### config.mk
export PLATFORM = sky130hd
export DESIGN_NAME = si5340_cfg_writer_flat
export DESIGN_NICKNAME = d
export VERILOG_FILES = /design/src/rtl/si5340_cfg_writer_if.sv /design/src/rtl/si5340_cfg_writer.sv /design/src/flat_wrapper.sv
export SDC_FILE = /design/constraint.sdc
export NUM_CORES = 1
export LEC_CHECK = 0
export ABC_CLOCK_PERIOD_IN_PS = 2260
export BUFFER_PORTS_ARGS = -buffer_cell sky130_fd_sc_hd__buf_2
export CAP_MARGIN = 20
export CORE_UTILIZATION = 27
export CTS_BUF_LIST = sky130_fd_sc_hd__clkbuf_8 sky130_fd_sc_hd__clkbuf_16
export CTS_CLUSTER_SIZE = 16
export DETAILED_ROUTE_END_ITERATION = 8
export MAX_ROUTING_LAYER = met4
export SYNTH_ARGS = -nofsm -noshare
export SYNTH_HDL_FRONTEND = slang
export SYNTH_SLANG_ARGS = --single-unit
### constraint.sdc
create_clock -name clk_i -period 2.26 [get_ports clk_i]
set_clock_uncertainty 0.1 [all_clocks]
set_input_delay 0.226 -clock clk_i [delete_from_list [all_inputs] [get_ports clk_i]]
set_output_delay 0.226 -clock clk_i [all_outputs]
set_load 0.03 [all_outputs]
### src/rtl/si5340_cfg_writer_if.sv
// Byte-source and bus-write handshake bundle for the Si5340 configuration writer.
// The writer uses the master modport; the byte source / bus-write side uses slave.
interface si5340_cfg_writer_if #(
    parameter int DATA_WIDTH = 8
);
    logic [DATA_WIDTH-1:0] byte_i;
    logic                  byte_valid_i;
    logic                  byte_req_o;
    logic [7:0]            wr_addr_o;
    logic [7:0]            wr_data_o;
    logic                  wr_valid_o;
    logic                  wr_ready_i;
    logic [7:0]            page_o;
    logic                  done_o;

    modport master (
        input  byte_i,
        input  byte_valid_i,
        input  wr_ready_i,
        output byte_req_o,
        output wr_addr_o,
        output wr_data_o,
        output wr_valid_o,
        output page_o,
        output done_o
    );

    modport slave (
        output byte_i,
        output byte_valid_i,
        output wr_ready_i,
        input  byte_req_o,
        input  wr_addr_o,
        input  wr_data_o,
        input  wr_valid_o,
        input  page_o,
        input  done_o
    );
endinterface

### src/rtl/si5340_cfg_writer.sv
// Assembles 3-byte config words (data, addr_lo, addr_hi) and issues Si5340 register
// writes, inserting a page-select write whenever the target page is not yet programmed.
module si5340_cfg_writer #(
    parameter int         DATA_WIDTH  = 8,
    parameter int         MEM_WIDTH   = 24,
    parameter int         WORD_NUMBER = 326,
    parameter logic [7:0] PAGE_REG    = 8'h01
) (
    input logic                    clk_i,
    input logic                    rst_i,
    si5340_cfg_writer_if.master    bus
);

    localparam int BYTES = MEM_WIDTH / DATA_WIDTH;
    localparam int BCW   = (BYTES > 1) ? $clog2(BYTES) : 1;
    localparam int WCW   = (WORD_NUMBER > 1) ? $clog2(WORD_NUMBER) : 1;
    localparam logic [BCW-1:0] LAST_BYTE = BCW'(BYTES - 1);
    localparam logic [WCW-1:0] LAST_WORD = WCW'(WORD_NUMBER - 1);

    typedef enum logic [2:0] {
        COLLECT,
        CHECK,
        PAGE_WR,
        REG_WR,
        NEXT
    } state_t;

    state_t         state_q, state_d;
    logic [BCW-1:0] byte_cnt_q, byte_cnt_d;
    logic [WCW-1:0] word_cnt_q, word_cnt_d;
    logic [7:0]     page_q, page_d;
    logic           page_valid_q, page_valid_d;
    logic           wr_valid_q, wr_valid_d;
    logic [7:0]     wr_addr_q, wr_addr_d;
    logic [7:0]     wr_data_q, wr_data_d;

    logic [DATA_WIDTH-1:0] slot_q [BYTES];
    logic [MEM_WIDTH-1:0]  word_w;
    logic [7:0]            cfg_data;
    logic [7:0]            addr_lo;
    logic [7:0]            addr_hi;
    logic                  byte_fire;
    logic                  wr_fire;

    assign byte_fire = (state_q == COLLECT) && bus.byte_valid_i;
    assign wr_fire   = wr_valid_q && bus.wr_ready_i;

    // One register per byte slot; the byte counter picks which slot captures.
    for (genvar gi = 0; gi < BYTES; gi++) begin : g_slot
        always_ff @(posedge clk_i) begin
            if (rst_i) begin
                slot_q[gi] <= '0;
            end else if (byte_fire && (byte_cnt_q == BCW'(gi))) begin
                slot_q[gi] <= bus.byte_i;
            end
        end
        assign word_w[gi*DATA_WIDTH +: DATA_WIDTH] = slot_q[gi];
    end

    assign cfg_data = word_w[7:0];
    assign addr_lo  = word_w[15:8];
    assign addr_hi  = word_w[23:16];

    always_ff @(posedge clk_i) begin
        if (rst_i) begin
            state_q      <= COLLECT;
            byte_cnt_q   <= '0;
            word_cnt_q   <= '0;
            page_q       <= 8'h00;
            page_valid_q <= 1'b0;
            wr_valid_q   <= 1'b0;
            wr_addr_q    <= 8'h00;
            wr_data_q    <= 8'h00;
        end else begin
            state_q      <= state_d;
            byte_cnt_q   <= byte_cnt_d;
            word_cnt_q   <= word_cnt_d;
            page_q       <= page_d;
            page_valid_q <= page_valid_d;
            wr_valid_q   <= wr_valid_d;
            wr_addr_q    <= wr_addr_d;
            wr_data_q    <= wr_data_d;
        end
    end

    always_comb begin
        state_d      = state_q;
        byte_cnt_d   = byte_cnt_q;
        word_cnt_d   = word_cnt_q;
        page_d       = page_q;
        page_valid_d = page_valid_q;
        wr_valid_d   = wr_valid_q;
        wr_addr_d    = wr_addr_q;
        wr_data_d    = wr_data_q;

        case (state_q)
            COLLECT: begin
                if (byte_fire) begin
                    if (byte_cnt_q == LAST_BYTE) begin
                        byte_cnt_d = '0;
                        state_d    = CHECK;
                    end else begin
                        byte_cnt_d = byte_cnt_q + 1'b1;
                    end
                end
            end

            CHECK: begin
                wr_valid_d = 1'b1;
                if (!page_valid_q || (addr_hi != page_q)) begin
                    state_d   = PAGE_WR;
                    wr_addr_d = PAGE_REG;
                    wr_data_d = addr_hi;
                end else begin
                    state_d   = REG_WR;
                    wr_addr_d = addr_lo;
                    wr_data_d = cfg_data;
                end
            end

            PAGE_WR: begin
                if (wr_fire) begin
                    page_d       = addr_hi;
                    page_valid_d = 1'b1;
                    wr_valid_d   = 1'b0;
                    state_d      = REG_WR;
                end
            end

            REG_WR: begin
                // Arriving from PAGE_WR, valid is low for one cycle so the two
                // writes are never accepted on consecutive edges.
                if (!wr_valid_q) begin
                    wr_valid_d = 1'b1;
                    wr_addr_d  = addr_lo;
                    wr_data_d  = cfg_data;
                end else if (wr_fire) begin
                    wr_valid_d = 1'b0;
                    state_d    = NEXT;
                    if (addr_lo == PAGE_REG) begin
                        page_d       = cfg_data;
                        page_valid_d = 1'b1;
                    end
                end
            end

            NEXT: begin
                state_d = COLLECT;
                if (word_cnt_q == LAST_WORD) begin
                    word_cnt_d   = '0;
                    page_valid_d = 1'b0;
                end else begin
                    word_cnt_d = word_cnt_q + 1'b1;
                end
            end

            default: begin
                state_d = COLLECT;
            end
        endcase
    end

    assign bus.byte_req_o = (state_q == COLLECT);
    assign bus.wr_valid_o = wr_valid_q;
    assign bus.wr_addr_o  = wr_addr_q;
    assign bus.wr_data_o  = wr_data_q;
    assign bus.page_o     = page_q;
    assign bus.done_o     = (state_q == NEXT) && (word_cnt_q == LAST_WORD);

endmodule

### src/flat_wrapper.sv
// flat-port wrapper written by rule: the top's interface ports become plain ports
module si5340_cfg_writer_flat 
#(
    parameter int         DATA_WIDTH  = 8,
    parameter int         MEM_WIDTH   = 24,
    parameter int         WORD_NUMBER = 326,
    parameter logic [7:0] PAGE_REG    = 8'h01
)
  (clk_i, rst_i, bus_byte_i, bus_byte_valid_i, bus_wr_ready_i, bus_byte_req_o, bus_wr_addr_o, bus_wr_data_o, bus_wr_valid_o, bus_page_o, bus_done_o);
  si5340_cfg_writer_if #(.DATA_WIDTH(DATA_WIDTH)) bus_i ();
  input logic clk_i;
  input logic rst_i;
  input wire logic [$bits(bus_i.byte_i)-1:0] bus_byte_i;
  input wire logic [$bits(bus_i.byte_valid_i)-1:0] bus_byte_valid_i;
  input wire logic [$bits(bus_i.wr_ready_i)-1:0] bus_wr_ready_i;
  output wire logic [$bits(bus_i.byte_req_o)-1:0] bus_byte_req_o;
  output wire logic [$bits(bus_i.wr_addr_o)-1:0] bus_wr_addr_o;
  output wire logic [$bits(bus_i.wr_data_o)-1:0] bus_wr_data_o;
  output wire logic [$bits(bus_i.wr_valid_o)-1:0] bus_wr_valid_o;
  output wire logic [$bits(bus_i.page_o)-1:0] bus_page_o;
  output wire logic [$bits(bus_i.done_o)-1:0] bus_done_o;
  assign bus_i.byte_i = bus_byte_i;
  assign bus_i.byte_valid_i = bus_byte_valid_i;
  assign bus_i.wr_ready_i = bus_wr_ready_i;
  assign bus_byte_req_o = bus_i.byte_req_o;
  assign bus_wr_addr_o = bus_i.wr_addr_o;
  assign bus_wr_data_o = bus_i.wr_data_o;
  assign bus_wr_valid_o = bus_i.wr_valid_o;
  assign bus_page_o = bus_i.page_o;
  assign bus_done_o = bus_i.done_o;
  si5340_cfg_writer #(.DATA_WIDTH(DATA_WIDTH), .MEM_WIDTH(MEM_WIDTH), .WORD_NUMBER(WORD_NUMBER), .PAGE_REG(PAGE_REG)) u_core (.clk_i(clk_i), .rst_i(rst_i), .bus(bus_i));
endmodule
== Word level (Yosys, flattened, before mapping) ==
Memories as Yosys holds them, arrays and structs flattened.
Cells that the tools add are included.
W data, S select, Z words.
Storage, ports and cells
  register bits: 40
  RAM bits: 24
  memories kept: 1
Operators by class
  $add $sub $neg: 2
  eq/ne operators: 17
  multiplexer cells: 44
  bitwise gates (word level): 3
  reduce and logical (&&, ||, !) cells: 20
Memories
  u_core.slot_q: words 3, bits a word 8, read ports 3, clocked after memory_dff 0, wr ports 3, RTL line si5340_cfg_writer.sv:37  | logic [DATA_WIDTH-1:0] slot_q [BYTES];
Operators with widths (count)
  $mux W8: 11
  $pmux W8 S2: 3
  $mux W1: 20
  $mux W3: 5
  $ne A2 B1 Y1 const B: 7
  $pmux W3 S4: 1
  $reduce_and A5 Y1: 2
  $add A9 B1 Y9 const B: 1
  $eq A9 B9 Y1 const B: 1
  $mux W9: 1
  $eq A8 B1 Y1 const B: 1
  $ne A8 B8 Y1: 1
  $eq A3 B2 Y1 const B: 2
  $logic_and A1 B1 Y1: 6
  $pmux W1 S3: 2
  $reduce_and A2 Y1: 3
  $reduce_and A6 Y1: 1
  $reduce_bool A3 Y1: 2
  $reduce_bool A2 Y1: 2
  $eq A3 B1 Y1 const B: 1
  $eq A3 B3 Y1 const B: 1
  $logic_not A3 Y1: 1
  $or A1 B1 Y1: 3
  $add A2 B1 Y2 const B: 1
  7 further kinds: 7

== Logic depth before layout (Yosys ltp) ==
Gate-level depths: netlist of the first run.
  word-level depth: 7
  gate-level depth with buffers: 8

== Worst setup path after synthesis of the first run ==
OpenSTA, ideal clock, no wires.
  path kind: register -> register
  from: register u_core.page_q[6] (netlist: u_core.bus.page_o[6])
  to: register u_core.wr_data_q[3] (netlist: u_core.bus.wr_data_o[3])
  arrival: 1.914 ns
  required time: 2.041 ns
  setup slack: 0.127 ns
  cell stages (with the launch flop): 6
  buffers on the path: 0
  period minus slack after synthesis: 2.133 ns
  path through: dfxtp_1 xor2_1 or4_4 o31ai_4 nand2_4 o221a_1
Between the ends
  cells in the longest elaborated chain, start to end: 4
RTL lines
  from (decl): RTL line si5340_cfg_writer.sv:31  | logic [7:0] page_q, page_d;
  from (signal assigned): RTL line si5340_cfg_writer.sv:78  | page_q <= page_d;
  $ne A8 B8 Y1: RTL line si5340_cfg_writer.sv:110  | if (!page_valid_q || (addr_hi != page_q)) begin
  $logic_or A1 B1 Y1: RTL line si5340_cfg_writer.sv:110
  $mux W8: RTL line si5340_cfg_writer.sv:110
  $pmux W8 S2: RTL line si5340_cfg_writer.sv:96  | case (state_q)
  to (signal assigned): RTL line si5340_cfg_writer.sv:82  | wr_data_q <= wr_data_d;
  to (decl): RTL line si5340_cfg_writer.sv:35  | logic [7:0] wr_data_q, wr_data_d;
No other way between the ends.
A chain may end at the register's enable or synchronous reset.

==> results of run 1 <==
worst max-delay path, cell delays in order (launching register included):
cell	delay, ns
edfxtp_1	0.43
xor2_1	0.19
or4_4	0.59
o31ai_4	0.27
buf_4	0.21
nand3_1	0.08
a21oi_1	0.17
state kept, by name, indices dropped and copies added (netlist names):
| name | cells |
|---|---|
| u_core.bus.page_o | 8 |
| u_core.bus.wr_addr_o | 8 |
| u_core.bus.wr_data_o | 8 |
| u_core.bus.wr_valid_o | 1 |
| u_core.byte_cnt_q | 2 |
| u_core.page_valid_q | 1 |
| u_core.slot_q | 24 |
| u_core.state_q | 3 |
| u_core.word_cnt_q | 9 |
where the power goes:
group	switching [mW]	leakage, nW	internal, mW
Sequential	0.0359	0.576	1.24
Clock	0.444	0.0855	0.419
Combinational	0.0989	0.694	0.0532
Total	0.579	1.35	1.71
area by class of cell:
class                   count  area share (%)
repair buffers             48           7.732
inverters                   3          0.3282
multi-input cells         211           37.56
clock buffers              10           4.012
clock inverters             6           1.058
well taps                 136           4.960
flip-flops and latches     64           44.35
routing by layer:
layer,share of wire [%],wire [um]
met5,0,0
met4,0.75,51
met3,3.8,261
met2,48,3239
met1,48,3247
final timing paths:
| check | start | to | slack (ns) | cells past startpoint |
|---|---|---|---|---|
| hold / removal | bus_byte_i[5] | u_core.slot_q[0][5] | 0.09 | 2 |
| setup / recovery | u_core.slot_q[2][6] | u_core.bus.wr_addr_o[5] | 0.16 | 6 |
| setup reg to reg | u_core.slot_q[2][6] | u_core.bus.wr_addr_o[5] | 0.16 | 6 |
| hold reg to reg | u_core.bus.wr_addr_o[7] | u_core.bus.wr_addr_o[7] | 0.36 | 2 |
synth_stat cells, types with 2 or more instances:
cell and instances:
ha_1 2, buf_2 2, nand2b_1 12, nor4_1 2, nor3_1 8, a21oi_1 12
nor2_1 46, o221a_1 8, xnor2_1 7, xor2_1 9, dfxtp_1 40, and2_1 25
nand2_1 26, a311oi_1 8, edfxtp_1 24, inv_1 3, nand3_1 22, clkbuf_1 9
logic make-up after synthesis:
| kind of cell | share of synthesized area [%] |
|---|---|
| compound gates | 10.23 |
| xor+xnor | 4.895 |
| fa+ha+maj | 0.8740 |
| buf+inv | 2.054 |
| flops | 53.15 |
| mux | 0.3497 |
| simple gates | 28.45 |
stage by stage:
stage | worst slack, ns | power [mW] | cells
after floorplan | 0.1273 | 1.389 | 290
after global placement | 0.2289 | 1.452 | 462
after detailed placement | 0.1619 | 1.454 | 462
after CTS | 0.05480 | 2.320 | 478
after global routing | 0.02359 | 2.384 | 478
final | 0.1583 | 2.292 | 478
what timing repair did:
item,CTS,global route
endpoints found under the setup margin,0,1
buffers inserted,0,0
resized for setup,0,1
==> metrics.md, run 1 <==
| Metric | Value |
|---|---|
| Commonest non-fill, non-tap cell in the layout | `nor2_1` |
| Total Routing Usage GR | `between 10% and 20%` |
| CTS tree | `done` |
| Post-route cell area | `between 3000 and 4000 um2` |
| Status | `finished, final reports clean` |
| Post-CTS Hold Fix Bufs | `0` |
| Unrepaired setup endpoints after global routing | `false` |
| Clock root cell | `clkbuf_8` |
| Critical path required time | `approximately 2.4 ns` |
| Worst-Skew Late Latency | `about 0.34 ns` |
| End-of-flow core utilization | `33.23%` |
| Setup TNS | `0 ns` |
| Max-slew headroom | `between 60 and 70%` |
| Most used routing layer | `met2` |
| Die outline width | `105.0 um` |
| Initial antenna violation count | `0` |
| Wire per inst | `roughly 14 um` |
| Post-route ant nets | `0` |
| Hold/Removal Path Class | `input pin to flop` |
| CP Max Fanout | `7` |
| Layout fillers | `roughly 1100` |
| Number of global-route vias before repair | `approximately 2100` |
| F_max | `between 400 and 500 MHz` |
| Sequential cell area | `1521 um2` |
| Post-route DRC | `0` |
| Gr ovfl total | `0` |
| Synthesis-stage register bit count | `64` |
| Setup crit end kind | `flop` |
| Starting density of the core | `27.73%` |
| Hold Vio Cnt, Final | `0` |
| Fin crit share | `roughly 93%` |
| First-pass GRT wire length | `between 10000 and 15000 um` |
| Clk sinks | `64` |
| Cell Pwr Density | `around 670 nW/um2` |
| Drt total wl | `6800 um` |
| Post-Syn Area per Cell | `9.872 um2` |
| Syn Nets | `304` |
| Top-Level Pins | `39` |
| Crit path launch type | `flop` |
| Layout cell share with drive strength beyond 1 | `21.05%` |
| Synth Cell Area | `2863 um2` |
| Final Max Tran Viols | `0` |
| Async S/R FF share, synth | `0%` |
| Drt pass-1 iters | `4` |
| Synth warn | `0` |
| Post-Syn Instances | `between 200 and 300` |
| H-tree Lvls | `3` |
| Post-synthesis sequential area ratio | `between 50 and 60%` |
| Iteration-0 DRC Markers | `between 90 and 100` |
| Yosys top cell by area | `dfxtp_1` |
| Row cnt | `37` |
| Critical path class | `flop to flop` |
| Die height | `between 100 and 150 um` |
| CTS Buf Count | `9` |
| Final setup fails | `0` |
| Worst EP arrival | `between 2 and 2.5 ns` |
| Vias per cell | `between 4 and 5` |
| Clock Path Buffers | `2` |
| Gp weighted congestion | `0.8088` |
| WHS | `slightly above 0.09 ns` |
| Dpl hpwl | `around 5000 um` |
| Area of the multi-input gates | `approximately 1300 um2` |
| Met2 usage | `between 20% and 30%` |
| Layout net count | `351` |
| Synth cell types | `43` |
| Max-Cap Viols | `0` |
| Area after DPL | `about 3300 um2` |
| Met3 Use GR | `between 3 and 4%` |
| VDD IR max | `between 200 and 250 uV` |
| Tightest Pin Transition | `0.5691 ns` |
| Min cycle time layout | `2.102 ns` |
| Post-synth top area share | `27.97%` |
| Number of flops mapped to enable cells by yosys | `24` |
| Most frequent cells in the layout | `46 x nor2_1, 40 x dfxtp_1, 38 x buf_2` |
| Largest net degree at the start of global routing | `28` |
| Std-Cell Core Area | `a little over 10000 um2` |
| Clock slew at reported path FFs | `about 0.070 ns` |
| Antenna cell count | `0` |
| Synth area leaders | `dfxtp_1 28%, edfxtp_1 25%, nor2_1 6.0%` |
| Port Buffer Count | `38` |
| Lkg Pwr | `roughly 1.4 nW` |
| Synth Flop Type | `dfxtp_1` |
| Met1 Track Usage GR | `16.65%` |
| Die footprint | `around 11000 um2` |
| Via count | `2205` |
| Area Overhead vs Synth | `19.84%` |
Power figures use the tool's default switching activity.
==> run 2, diff against run 1 <==
--- a/config.mk
+++ b/config.mk
@@ -8,11 +8,14 @@
 export ABC_CLOCK_PERIOD_IN_PS = 2260
 export BUFFER_PORTS_ARGS = -buffer_cell sky130_fd_sc_hd__buf_2
 export CAP_MARGIN = 20
+export CELL_PAD_IN_SITES_DETAIL_PLACEMENT = 0
+export CELL_PAD_IN_SITES_GLOBAL_PLACEMENT = 1
 export CORE_UTILIZATION = 27
 export CTS_BUF_LIST = sky130_fd_sc_hd__clkbuf_8 sky130_fd_sc_hd__clkbuf_16
 export CTS_CLUSTER_SIZE = 16
 export DETAILED_ROUTE_END_ITERATION = 8
 export MAX_ROUTING_LAYER = met4
+export PLACE_DENSITY_LB_ADDON = 0.1
 export SYNTH_ARGS = -nofsm -noshare
 export SYNTH_HDL_FRONTEND = slang
 export SYNTH_SLANG_ARGS = --single-unit
==> run 2 against run 1 <==
  * Non-clock buffer count increased by 1
  * Routed wire length increased by 8.1%
  * Sequential share of layout area decreased by 0.38 points
  * Critical path depth decreased by 1
  * Setup slack improved by 0.0064 ns
  * Clock-buffer cell count decreased by 1
  * Die area unchanged
  * Critical path type unchanged
  * Highest routed layer unchanged
==> metrics.md, run 2 (synthesis results as in run 1) <==
| Metric | Value |
|---|---|
| End-of-flow core utilization | `between 30% and 40%` |
| Largest register by flop count | `u_core.slot_q` |
| Clock Path Buffers | `2` |
| Clk sinks | `64` |
| Post-route ant nets | `0` |
| Met1 WL | `3904 um` |
| WL met2 | `approximately 3000 um` |
| Iteration-0 DRC Markers | `94` |
| Total Routing Usage GR | `between 10% and 20%` |
| CTS Buf Count | `9` |
| Starting density of the core | `between 20% and 30%` |
| Internal power | `1.805 mW` |
| Dpl hpwl | `~5500 um` |
| Setup TNS | `0 ns` |
| Area Overhead vs Synth | `20.89%` |
| Post-route setup slack | `around 0.16 ns` |
| Metal3 WL | `285 um` |
| Top-Level Pins | `39` |
| Final Max Tran Viols | `0` |
| Number of global-route vias before repair | `between 2000 and 2500` |
| CP Max Fanout | `8` |
| Clock power frac | `approximately 40%` |
| H-tree Lvls | `3` |
| Gr ovfl total | `0` |
| Power share of the sequential group | `a little over half` |
| Initial antenna violation count | `0` |
| Port Buffer Count | `38` |
| Unrepaired setup endpoints after global routing | `false` |
| Commonest non-fill, non-tap cell in the layout | `nor2_1` |
| Final setup fails | `0` |
| Layout cell share with drive strength beyond 1 | `21.28%` |
| Pwr Total | `2.422 mW` |
| Setup crit end kind | `flop` |
| Status | `finished, final reports clean` |
| Drt pass-1 iters | `4` |
| Max-slew headroom | `57.86%` |
| Min cycle time layout | `2.095 ns` |
| Worst-Skew Late Latency | `between 0.3 and 0.4 ns` |
| Worst EP arrival | `between 2 and 2.5 ns` |
| CP max stage cell | `or4_4` |
| Post-CTS Setup Bufs | `0` |
| Vias per cell | `~4.6` |
| VDD IR max | `between 200 and 300 uV` |
| Sw frac | `between 20% and 30%` |
| Cell Pwr Density | `roughly 700 nW/um2` |
| Hold Vio Cnt, Final | `0` |
| Die footprint | `11020 um2` |
| CP Cell Sequence | `xor2_1 -> or4_4 -> o31ai_4 -> nand2_4 -> o221a_1` |
| Net Sw Power | `between 0.6 and 0.7 mW` |
| Lkg Pwr | `about 1.4 nW` |
| Post-route DRC | `0` |
| Die height | `105.0 um` |
| Hold/Removal Path Class | `input pin to flop` |
| Clock slew at reported path FFs | `around 0.080 ns` |
| Via count | `between 2000 and 2500` |
| First-pass GRT wire length | `12070 um` |
| Tightest Pin Transition | `0.6322 ns` |
| Crit path largest cell delay | `just under 0.6 ns` |
| F_max | `477.3 MHz` |
| Gate power share | `~6.3%` |
| Most frequent cells in the layout | `46 x nor2_1, 40 x dfxtp_1, 38 x buf_2` |
| Max-Cap Viols | `0` |
| Drt total wl | `between 7000 and 8000 um` |
| Wire per inst | `between 15 and 20 um` |
| Critical path required time | `2.39 ns` |
| Largest net degree at the start of global routing | `32` |
| Critical path class | `flop to flop` |
| Gp weighted congestion | `0.7431` |
| Crit path launch type | `flop` |
| Clock root cell | `clkbuf_8` |
| Top Layer Used | `met4` |
| Antenna cell count | `0` |
| Std-Cell Core Area | `between 10000 and 15000 um2` |
| WHS | `around 0.084 ns` |
| CTS tree | `done` |
| Max FFs per register | `24` |
| Fin crit share | `92.71%` |
| Layout net count | `between 300 and 400` |
| Row cnt | `37` |
| Die outline width | `roughly 100 um` |
| Top flop regs | `u_core.slot_q (24), u_core.word_cnt_q (9)` |
| Pre-CTS setup slack | `0.1713 ns` |
## run 2: cell count changes in the layout (fill, tap and decap cells not counted), sizes merged
cell,previous run,this run
bufinv,0,1
buf,48,49
inv,4,5
clkinv,2,3
clkinvlp,3,1
clkbuf,10,9
## run 2: final cells by class
class | count | area [um2]
Clock buffer | 9 | 123.9
Inverter | 3 | 11.26
Clock inverter | 7 | 72.57
Multi-Input combinational cell | 211 | 1289
Tap cell | 136 | 170.2
Timing Repair Buffer | 49 | 272.8
Fill cell | 1095 | 6863
Sequential cell | 64 | 1521
## run 2: repair_timing
action,in CTS,in global routing
gates resized for setup,0,1
hold buffers,0,0
endpoints found under the setup margin,0,1
## run 2: path summary, 6_finish.rpt
path / start / end / slack [ns] / cells after the start
worst max register to register: u_core.slot_q[2][6] / u_core.bus.wr_data_o[4] / 0.16 / 5
worst max-delay path: u_core.slot_q[2][6] / u_core.bus.wr_data_o[4] / 0.16 / 5
worst min-delay path: bus_byte_i[4] / u_core.slot_q[1][4] / 0.08 / 2
worst min register to register: u_core.bus.wr_addr_o[1] / u_core.bus.wr_addr_o[1] / 0.36 / 2
## run 2: power groups by stage
stage / Clock, mW / Sequential [mW] / Combinational (mW)
after floorplan: 0 / 1.30 / 0.0898
after global placement: 0 / 1.31 / 0.157
after detailed placement: 0 / 1.30 / 0.155
after CTS: 1.03 / 1.28 / 0.156
after global routing: 1.08 / 1.28 / 0.170
final: 0.991 / 1.28 / 0.152
## run 2: critical path: cells and delay by family, from the launching register on
kind | cells | cell delay [ns]
simple gates | 2 | 0.72
compound gates | 2 | 0.56
flops | 1 | 0.43
xor+xnor | 1 | 0.18
## run 2: routing by layer
| layer | up-vias | GRT usage [%] |
|---|---|---|
| li1 | 1115 | - |
| met2 | 43 | 20.25 |
| met3 | 8 | 5.240 |
| met5 | - | - |
| met1 | 1047 | 20.75 |
| met4 | 0 | 5.131 |
## run 2: stage by stage
step                cells  instance area, um2
CTS                   479                3455
global route          479                3461
floorplan             290                2863
global placement      463                3258
detailed placement    463                3258
finish                479                3461
